==> config.mk <==
export PLATFORM = sky130hd
export DESIGN_NAME = inverse_butterfly_fsm
export DESIGN_NICKNAME = d
export VERILOG_FILES = /design/src/rtl/inverse_butterfly_fsm.sv
export SDC_FILE = /design/constraint.sdc
export NUM_CORES = 1
export LEC_CHECK = 0
export BUFFER_PORTS_ARGS = -buffer_cell sky130_fd_sc_hd__buf_2
export CAP_MARGIN = 20
export CORE_UTILIZATION = 40
export CTS_CLUSTER_DIAMETER = 60
export DETAILED_ROUTE_END_ITERATION = 10
export SYNTH_ARGS = -nofsm -noshare
export SYNTH_HDL_FRONTEND = slang
export SYNTH_SLANG_ARGS = --single-unit
==> constraint.sdc <==
create_clock -name CLOCK_50_I -period 3.69 [get_ports CLOCK_50_I]
set_clock_uncertainty 0.15 [all_clocks]
set_input_delay 0.1845 -clock CLOCK_50_I [delete_from_list [all_inputs] [get_ports CLOCK_50_I]]
set_output_delay 0.1845 -clock CLOCK_50_I [all_outputs]
set_load 0.1 [all_outputs]
==> src/rtl/inverse_butterfly_fsm.sv <==
// Inverse sum/difference butterfly: sweeps source RAMs holding S=A+B and D=A-B
// and writes the reconstructed A and B to the destination RAMs at the same address.
module inverse_butterfly_fsm #(
    parameter int ADDR_W = 9,
    parameter int DATA_W = 8
) (
    input  logic              CLOCK_50_I,
    input  logic              resetn,
    input  logic              start,
    output logic              busy,
    output logic              done,
    output logic [ADDR_W-1:0] src_address,
    input  logic [DATA_W:0]   src_q_sum,
    input  logic [DATA_W:0]   src_q_diff,
    output logic [ADDR_W-1:0] dst_address,
    output logic              dst_wren,
    output logic [DATA_W-1:0] dst_data_a,
    output logic [DATA_W-1:0] dst_data_b,
    output logic [ADDR_W:0]   parity_err_count
);

    localparam int EXT_W = DATA_W + 2;
    localparam logic [ADDR_W-1:0] LAST_ADDR = '1;

    typedef enum logic [1:0] {
        S_IDLE,
        S_RUN,
        S_DRAIN
    } state_t;

    state_t              state;
    state_t              state_nxt;
    logic [ADDR_W-1:0]   src_address_nxt;
    logic [ADDR_W-1:0]   dst_address_nxt;
    logic                dst_wren_nxt;
    logic                busy_nxt;
    logic                done_nxt;
    logic [ADDR_W:0]     parity_err_count_nxt;

    logic signed [EXT_W-1:0] sum_ext;
    logic signed [EXT_W-1:0] diff_ext;
    logic                    parity_bad;

    // Arithmetic shift floors odd values; low bits are all the RAM keeps.
    function automatic logic [DATA_W-1:0] half_floor(input logic signed [EXT_W-1:0] v);
        return DATA_W'(v >>> 1);
    endfunction

    function automatic logic [ADDR_W:0] sat_inc(input logic [ADDR_W:0] c);
        return (&c) ? c : c + 1'b1;
    endfunction

    assign sum_ext    = signed'({2'b00, src_q_sum});
    assign diff_ext   = signed'({src_q_diff[DATA_W], src_q_diff});
    assign dst_data_a = half_floor(sum_ext + diff_ext);
    assign dst_data_b = half_floor(sum_ext - diff_ext);
    assign parity_bad = src_q_sum[0] != src_q_diff[0];

    always_ff @(posedge CLOCK_50_I or negedge resetn) begin
        if (!resetn) begin
            state            <= S_IDLE;
            src_address      <= '0;
            dst_address      <= '0;
            dst_wren         <= 1'b0;
            busy             <= 1'b0;
            done             <= 1'b0;
            parity_err_count <= '0;
        end else begin
            state            <= state_nxt;
            src_address      <= src_address_nxt;
            dst_address      <= dst_address_nxt;
            dst_wren         <= dst_wren_nxt;
            busy             <= busy_nxt;
            done             <= done_nxt;
            parity_err_count <= parity_err_count_nxt;
        end
    end

    always_comb begin
        state_nxt            = state;
        src_address_nxt      = src_address;
        dst_address_nxt      = dst_address;
        dst_wren_nxt         = dst_wren;
        busy_nxt             = busy;
        done_nxt             = done;
        parity_err_count_nxt = parity_err_count;

        // The word on q is the one being written whenever dst_wren is high.
        if (dst_wren && parity_bad) begin
            parity_err_count_nxt = sat_inc(parity_err_count);
        end

        case (state)
            S_IDLE: begin
                dst_wren_nxt = 1'b0;
                done_nxt     = 1'b0;
                if (start) begin
                    src_address_nxt      = '0;
                    parity_err_count_nxt = '0;
                    busy_nxt             = 1'b1;
                    state_nxt            = S_RUN;
                end
            end
            S_RUN: begin
                // Destination address trails the source by the RAM read latency.
                dst_address_nxt = src_address;
                dst_wren_nxt    = 1'b1;
                if (src_address == LAST_ADDR) begin
                    state_nxt = S_DRAIN;
                end else begin
                    src_address_nxt = src_address + 1'b1;
                end
            end
            S_DRAIN: begin
                dst_wren_nxt = 1'b0;
                busy_nxt     = 1'b0;
                done_nxt     = 1'b1;
                state_nxt    = S_IDLE;
            end
            default: begin
                state_nxt = S_IDLE;
            end
        endcase
    end

endmodule

# Word-level counts from Yosys, hierarchy flattened
# Index checks and enable logic that the tools add are counted.
# op_classes
addsub,4
eq_ne,7
muxes,14
n_reduce_logical,10
# ops
op,n
$mux W10,4
$mux W9,2
$pmux W9 S2,1
$add A10 B1 Y10 const B,1
$reduce_and A10 Y1,1
$add A9 B1 Y9 const B,1
$add A9 B9 Y9,1
$eq A9 B9 Y1 const B,1
$sub A9 B9 Y9,1
$ne A2 B2 Y1 const B,3
$pmux W1 S2,3
$reduce_bool A2 Y1,3
$mux W2,2
$pmux W2 S2,1
$reduce_and A2 Y1,2
$reduce_and A3 Y1,1
$eq A2 B1 Y1 const B,1
$eq A2 B2 Y1 const B,1
$logic_not A2 Y1,1
$reduce_or A2 Y1,1
$logic_and A1 B1 Y1,1
$mux W1,1
$ne A1 B1 Y1,1
# word_totals
ff_bits,33
input_bits,21
output_inout_bits,47
wordCells,42

# Longest topological paths before layout
# Gate-level depths: netlist of the first run.
# depth
depth_word,5
depth_mapped,9
depth_no_buf,9

# Worst setup path after synthesis of the first run
# Ideal clock, no wire load.
# synth_path
path_type,input -> output
start,input src_q_sum[0]
end,output dst_data_a[7]
arrival_ns,3.529
t_required_ns,3.355
setup_slack_ns,-0.174
path_stages,7
path_cell_list,ha_1 -> fa_1 -> nand2b_1 -> a21oi_1 -> o31ai_1 -> nor2_1 -> a211oi_1
# synth_via
elab_chain_cells,1
# synth_rtl
item,line_no,source
"start, declared",13,"input logic [DATA_W:0] src_q_sum,"
$add A9 B9 Y9,55,assign dst_data_a = half_floor(sum_ext + diff_ext);
"end, declared",17,"output logic [DATA_W-1:0] dst_data_a,"
# Every way passes these cells.

# Worst setup path after layout of the first run
# Ends and elaborated chain as after synthesis.

==> results of run 1 <==
cell families after synthesis:
logic type,count (synthesis),share of synthesized area (%)
muxes,4,1.86
adders and majority gates,21,12.5
and+or+nand+nor,119,25.1
buffers and inverters,24,4.23
DFF,33,37.2
AOI/OAI and AO/OA,37,10.7
xor gates and xnor gates,21,8.30
layout make-up:
type	count	area (sq um)
repair buffers	69	357
inverters	18	67.6
well taps	70	87.6
flip-flops and latches	33	826
multi-input cells	202	1300
fillers	518	2500
clock inverters	1	5.00
clock buffers	7	96.3
worst max-delay path, cell delays in order:
cell      delay (ns)
buf_2           0.11
ha_1            0.22
fa_1            0.41
nand2b_1        0.09
a21oi_1         0.08
o31ai_1         0.43
nor2_1          0.12
a211oi_2        0.15
buf_2           0.45
repair_timing:
action,in CTS,in global routing
hold buffers,1,0
setup buffers,0,0
hold endpoints to repair,33,0
worst min-delay path by stage:
| stage | endpoint | slack [ns] |
|---|---|---|
| after global routing | busy$_DFFE_PN0P_ | 0.08 |
| after floorplan | busy$_DFFE_PN0P_ | -0.26 |
| after CTS | busy$_DFFE_PN0P_ | 0.05 |
| final | busy$_DFFE_PN0P_ | 0.06 |
| after detailed placement | parity_err_count[3]$_DFF_PN0_ | 0.14 |
| after global placement | parity_err_count[5]$_DFF_PN0_ | 0.14 |
stage by stage:
step                util, %  area (sq um)
global route           52.3          2740
floorplan                 -          2220
CTS                    52.1          2730
global placement       50.0          2620
detailed placement     50.0          2620
finish                 52.3          2740
layer usage:
metal | vias up | wire, um
li1 | 1018 | -
met2 | 67 | 2130
met4 | 0 | 60
met3 | 10 | 306
met1 | 906 | 2310
met5 | - | 0
state kept, by name, summed over array words and instances (netlist names):
signal            flops
src_address           9
done                  1
dst_wren              1
busy                  1
dst_address           9
parity_err_count     10
state                 2
cell usage after synthesis, types with 2 or more instances:
library cell / instances / area share [%]
nand2_1: 46 / 7.8
o21bai_1: 2 / 0.68
o21ai_0: 7 / 1.6
clkbuf_1: 3 / 0.51
fa_1: 2 / 1.8
nor2_1: 25 / 4.2
mux2i_1: 3 / 1.4
a21oi_1: 12 / 2.7
and2_1: 3 / 0.85
xnor2_1: 13 / 5.1
nor3_1: 13 / 2.9
nor4_1: 2 / 0.56
buf_2: 3 / 0.68
nand4_1: 3 / 0.85
a211oi_1: 2 / 0.68
inv_1: 17 / 2.9
a31oi_1: 4 / 1.1
nand3_1: 10 / 2.3
xor2_1: 8 / 3.2
ha_1: 19 / 11
dfrtp_1: 33 / 37
nand2b_1: 3 / 0.85
nor2b_1: 6 / 1.7
==> flow_summary.yaml, run 1 <==
critical_path:
  crit_start: "src_q_sum[0]"
  cp.required_ns: 3.36
  r2r_end: "src_address[4]$_DFFE_PN0P_"
  rrSetupSlack_ns: 1.53
  path_class: "in -> out"
  start_kind: "input pin"
  reg2reg_depth: 9
  worst-endpoint-arrival_ns: 2.23
  cp_max_fo: 3
  r2r-start: "src_address[0]$_DFFE_PN0P_"
  critPathCaptureType: "output pin"
  crit_end: "dst_data_a[7]"
global_route:
  use_met2_pct: 28.6
  antenna_found_initial: 0
  grt_use_met3_pct: 4.31
  grt_max_degree: 34
  grt-busiest-layer: "met2"
  overflow: 0
  grt_pass1_wl_um: 8250
  track_usage_pct: 17.4
  use_met1_pct: 22.1
  grt_pass1_vias: 1884
cells_and_area:
  finalNetCount: 371
  final_cell_mix: "67 x buf_2, 46 x nand2_1, 33 x dfrtp_1"
  area_delta_synth_final_pct: 23.6
  antennaDiodeCount: 0
  final_common_cell: "buf_2"
  drive_above_1_share_pct: 25.2
  final_cells: 400
worst_hold_path:
  holdPathStages: 3
  hold_path.startpoint: "start"
  hold_path.class: "in -> reg"
synth:
  synthFlopType: "dfrtp_1"
  syn_area_sq_mm: 0.00222
  synth-async-reset-ratio_pct: 100
  synth_cell_types: 43
  yosysWarningCount: 0
  yosysSeqAreaShare_pct: 37.2
  syn_nets: 301
  synthCells: 259
  syn_avg_cell_area_sq_um: 8.56
  synth_edf_count: 0
  ys_ff_latch: 33
route:
  drt_iter0_markers: 49
  num_vias: 2001
  drt_first_pass_iters: 4
  drcViolationCount: 0
  ant_nets: 0
  wire_per_inst_um: 12.0
  post_drt_via_cell_ratio: 5.00
  wirelength_um: 4810
place:
  place_worst_setup_slack_ns: 1.08
  place.gp.congestion: 0.748
  hpwlAfterDp_um: 3610
  post-place-cells: 390
  port-buffer-count: 67
sta:
  hold_viol: 0
  fmax_mhz: 390
  tightest_slew_ns: 0.829
  finalSetupViolations: 0
  worst_slack_ns: 1.12
  rsz0062_at_grt: "no"
  slew_violations: 0
  finalCriticalPeriod_ns: 2.57
  holdWs_ns: 0.0550
  fin_tns_setup_ns: 0
  period_share_pct: 69.5
  max-slew-margin-rel_pct: 44.5
clock_tree:
  cts-htree-levels: 2
  cts-root-buf: "clkbuf_8"
  worstSkewPairLatency_ns: 0.28
  ctsResizeCount: 0
  clock_sinks: 33
  clk_path_buf_depth: 2
  cts_buffers: 5
  cts_tree: "yes"
  clkTransAtPathRegs_ns: 0.06
die:
  rows: 26
  die_width_um: 76.5
  dieArea_sq_mm: 0.00584
  ioPinCount: 68
  coreArea_sq_mm: 0.00524
  start_util_pct: 42.3
  die-height_um: 76.5
run:
  cap_violations: 0
run_status:
  outcome: "complete, no violations"
Power of run 1 is not shown: default switching activity piles up to over one toggle a cycle in this logic, so the estimate is an artifact.
==> run 2: changes to the inputs <==
ABC_AREA = 1   (was not set)
clock period = 2.45 ns   (was 3.69 ns; I/O delays follow)
==> flow_summary.yaml, run 2 <==
die:
  ioPinCount: 68
  start_util_pct: 42.2
  die-height_um: 78.7
  dieArea_sq_mm: 0.00620
  coreArea_sq_mm: 0.00557
  rows: 27
  die_width_um: 78.7
clock_tree:
  clkTransAtPathRegs_ns: 0.07
  clk_path_buf_depth: 2
  cts_buffers: 5
  post_cts_buffers: 0
  holdBufCountCts: 1
  cts_tree: "yes"
  cts-root-buf: "clkbuf_8"
  ctsResizeCount: 0
  clock_sinks: 33
  cts-htree-levels: 2
  worstSkewPairLatency_ns: 0.28
cells_and_area:
  final_common_cell: "nand2_1"
  antennaDiodeCount: 0
  reg.largest.list: "parity_err_count: 10 flops, dst_address: 9 flops, src_address: 9 flops"
  drive_above_1_share_pct: 25.1
  finalNetCount: 435
  top_register: "parity_err_count"
  final_cell_mix: "74 x nand2_1, 65 x buf_2, 53 x inv_1"
  largest_reg_flops: 10
  postLayoutCellArea_sq_mm: 0.00296
  area_delta_synth_final_pct: 25.7
sta:
  period_share_pct: 89.0
  fmax_mhz: 459
  tightest_slew_ns: 0.742
  finalCriticalPeriod_ns: 2.18
  rsz0062_at_grt: "no"
  finalSetupViolations: 0
  fin_tns_setup_ns: 0
  hold_viol: 0
  max-slew-margin-rel_pct: 50.6
  slew_violations: 0
critical_path:
  cp.required_ns: 2.18
  critPathCaptureType: "output pin"
  start_kind: "input pin"
  cp_max_fo: 3
  path_class: "in -> out"
  worst-endpoint-arrival_ns: 1.91
route:
  ant_nets: 0
  drt_iter0_markers: 119
  drt_first_pass_iters: 4
  num_vias: 2227
  post_drt_via_cell_ratio: 4.78
  wire_per_inst_um: 11.7
  wirelength_um: 5450
  drcViolationCount: 0
place:
  port-buffer-count: 67
  hpwlAfterDp_um: 4240
  dpl-instance-area_sq_mm: 0.00283
  place.gp.congestion: 0.835
power:
  powerDensity_mw_per_mm2: 885
  ir_worst_vdd_v: 0.000753
  leakage_nw: 1.65
global_route:
  grt_pass1_vias: 2067
  antenna_found_initial: 0
  grt_max_degree: 34
  track_usage_pct: 19.0
  overflow: 0
  grt_pass1_wl_um: 9290
synth:
  syn_avg_cell_area_sq_um: 7.27
  synth_edf_count: 0
  synth_commonest_cells: "74 x nand2_1, 53 x inv_1, 33 x dfrtp_1"
  yosysWarningCount: 0
  synthCells: 324
  yosysSeqAreaShare_pct: 35.1
  synth_cell_types: 28
  syn_area_sq_mm: 0.00235
  synth-async-reset-ratio_pct: 100
  syn_nets: 366
  synth.area.top_cells: "dfrtp_1 35%, nand2_1 12%, ha_1 10%, inv_1 8.4%, nand3_1 5.5%"
  ys_ff_latch: 33
  synth_top_area_share_pct: 35.1
  synthFlopType: "dfrtp_1"
  synth_top_area_cell: "dfrtp_1"
  yosysMostFrequentCell: "nand2_1"
run_status:
  outcome: "complete, no violations"
worst_hold_path:
  hold_path.class: "in -> reg"
run:
  cap_violations: 0
[run 2: logic make-up after synthesis]
kind of cell | after synthesis | synth area share, %
AOI/OAI and AO/OA | 45 | 10.1
xor gates and xnor gates | 8 | 2.98
adders and majority gates | 21 | 11.8
buffers and inverters | 63 | 10.6
DFF | 33 | 35.1
and+or+nand+nor | 154 | 29.4
[run 2: stage by stage]
step / setup WS, ns / hold WS (ns) / util (%) / power (mW) / std cells
floorplan: 0.0135 / -0.323 / - / 1.85 / 324
CTS: 0.251 / 0.164 / 53.1 / 2.64 / 466
finish: 0.269 / 0.156 / 53.1 / 2.62 / 466
global route: 0.0814 / 0.186 / 53.1 / 2.76 / 466
detailed placement: 0.255 / 0.0923 / 50.8 / 2.09 / 457
global placement: 0.258 / 0.0800 / 50.8 / 2.08 / 457
[run 2: cell type report]
type | instances | area [sq um]
clock buffer | 6 | 82.6
multi-input combinational | 228 | 1330
clock inverter | 2 | 37.5
inverter | 57 | 214
fill | 580 | 2620
timing repair buffer | 68 | 375
tap | 72 | 90.1
sequential | 33 | 828
[run 2: final timing paths]
path                       cells past startpoint  slack, ns                    endpoint                       start
max                                            7       0.27               dst_data_b[3]                src_q_sum[0]
min                                            3       0.16            busy$_DFFE_PN0P_                       start
max reg2reg                                   12       0.38  src_address[4]$_DFFE_PN0P_  src_address[0]$_DFFE_PN0P_
min reg2reg                                    2       0.33  dst_address[2]$_DFFE_PN0P_  dst_address[2]$_DFFE_PN0P_
max in group asynchronous                      2       1.35  src_address[1]$_DFFE_PN0P_                      resetn
min in group asynchronous                      2       0.29  dst_address[4]$_DFFE_PN0P_                      resetn
[run 2: power breakdown]
group / switching, mW / internal (mW)
sequential: 0.0824 / 0.607
clock: 0.208 / 0.331
combinational: 1.13 / 0.258
[run 2: routing by layer]
metal | routed length (um) | GRT usage (%)
met1 | 2710 | 25.9
met2 | 2440 | 31.0
met3 | 287 | 4.02
met4 | 16 | 3.89
met5 | 0 | 0
[run 2: critical path, cell delays in order]
cell,delay [ns]
buf_2,0.09
inv_1,0.04
ha_1,0.23
fa_1,0.45
o21ai_1,0.36
xor2_2,0.16
buf_2,0.44
Power figures use the tool's default switching activity.
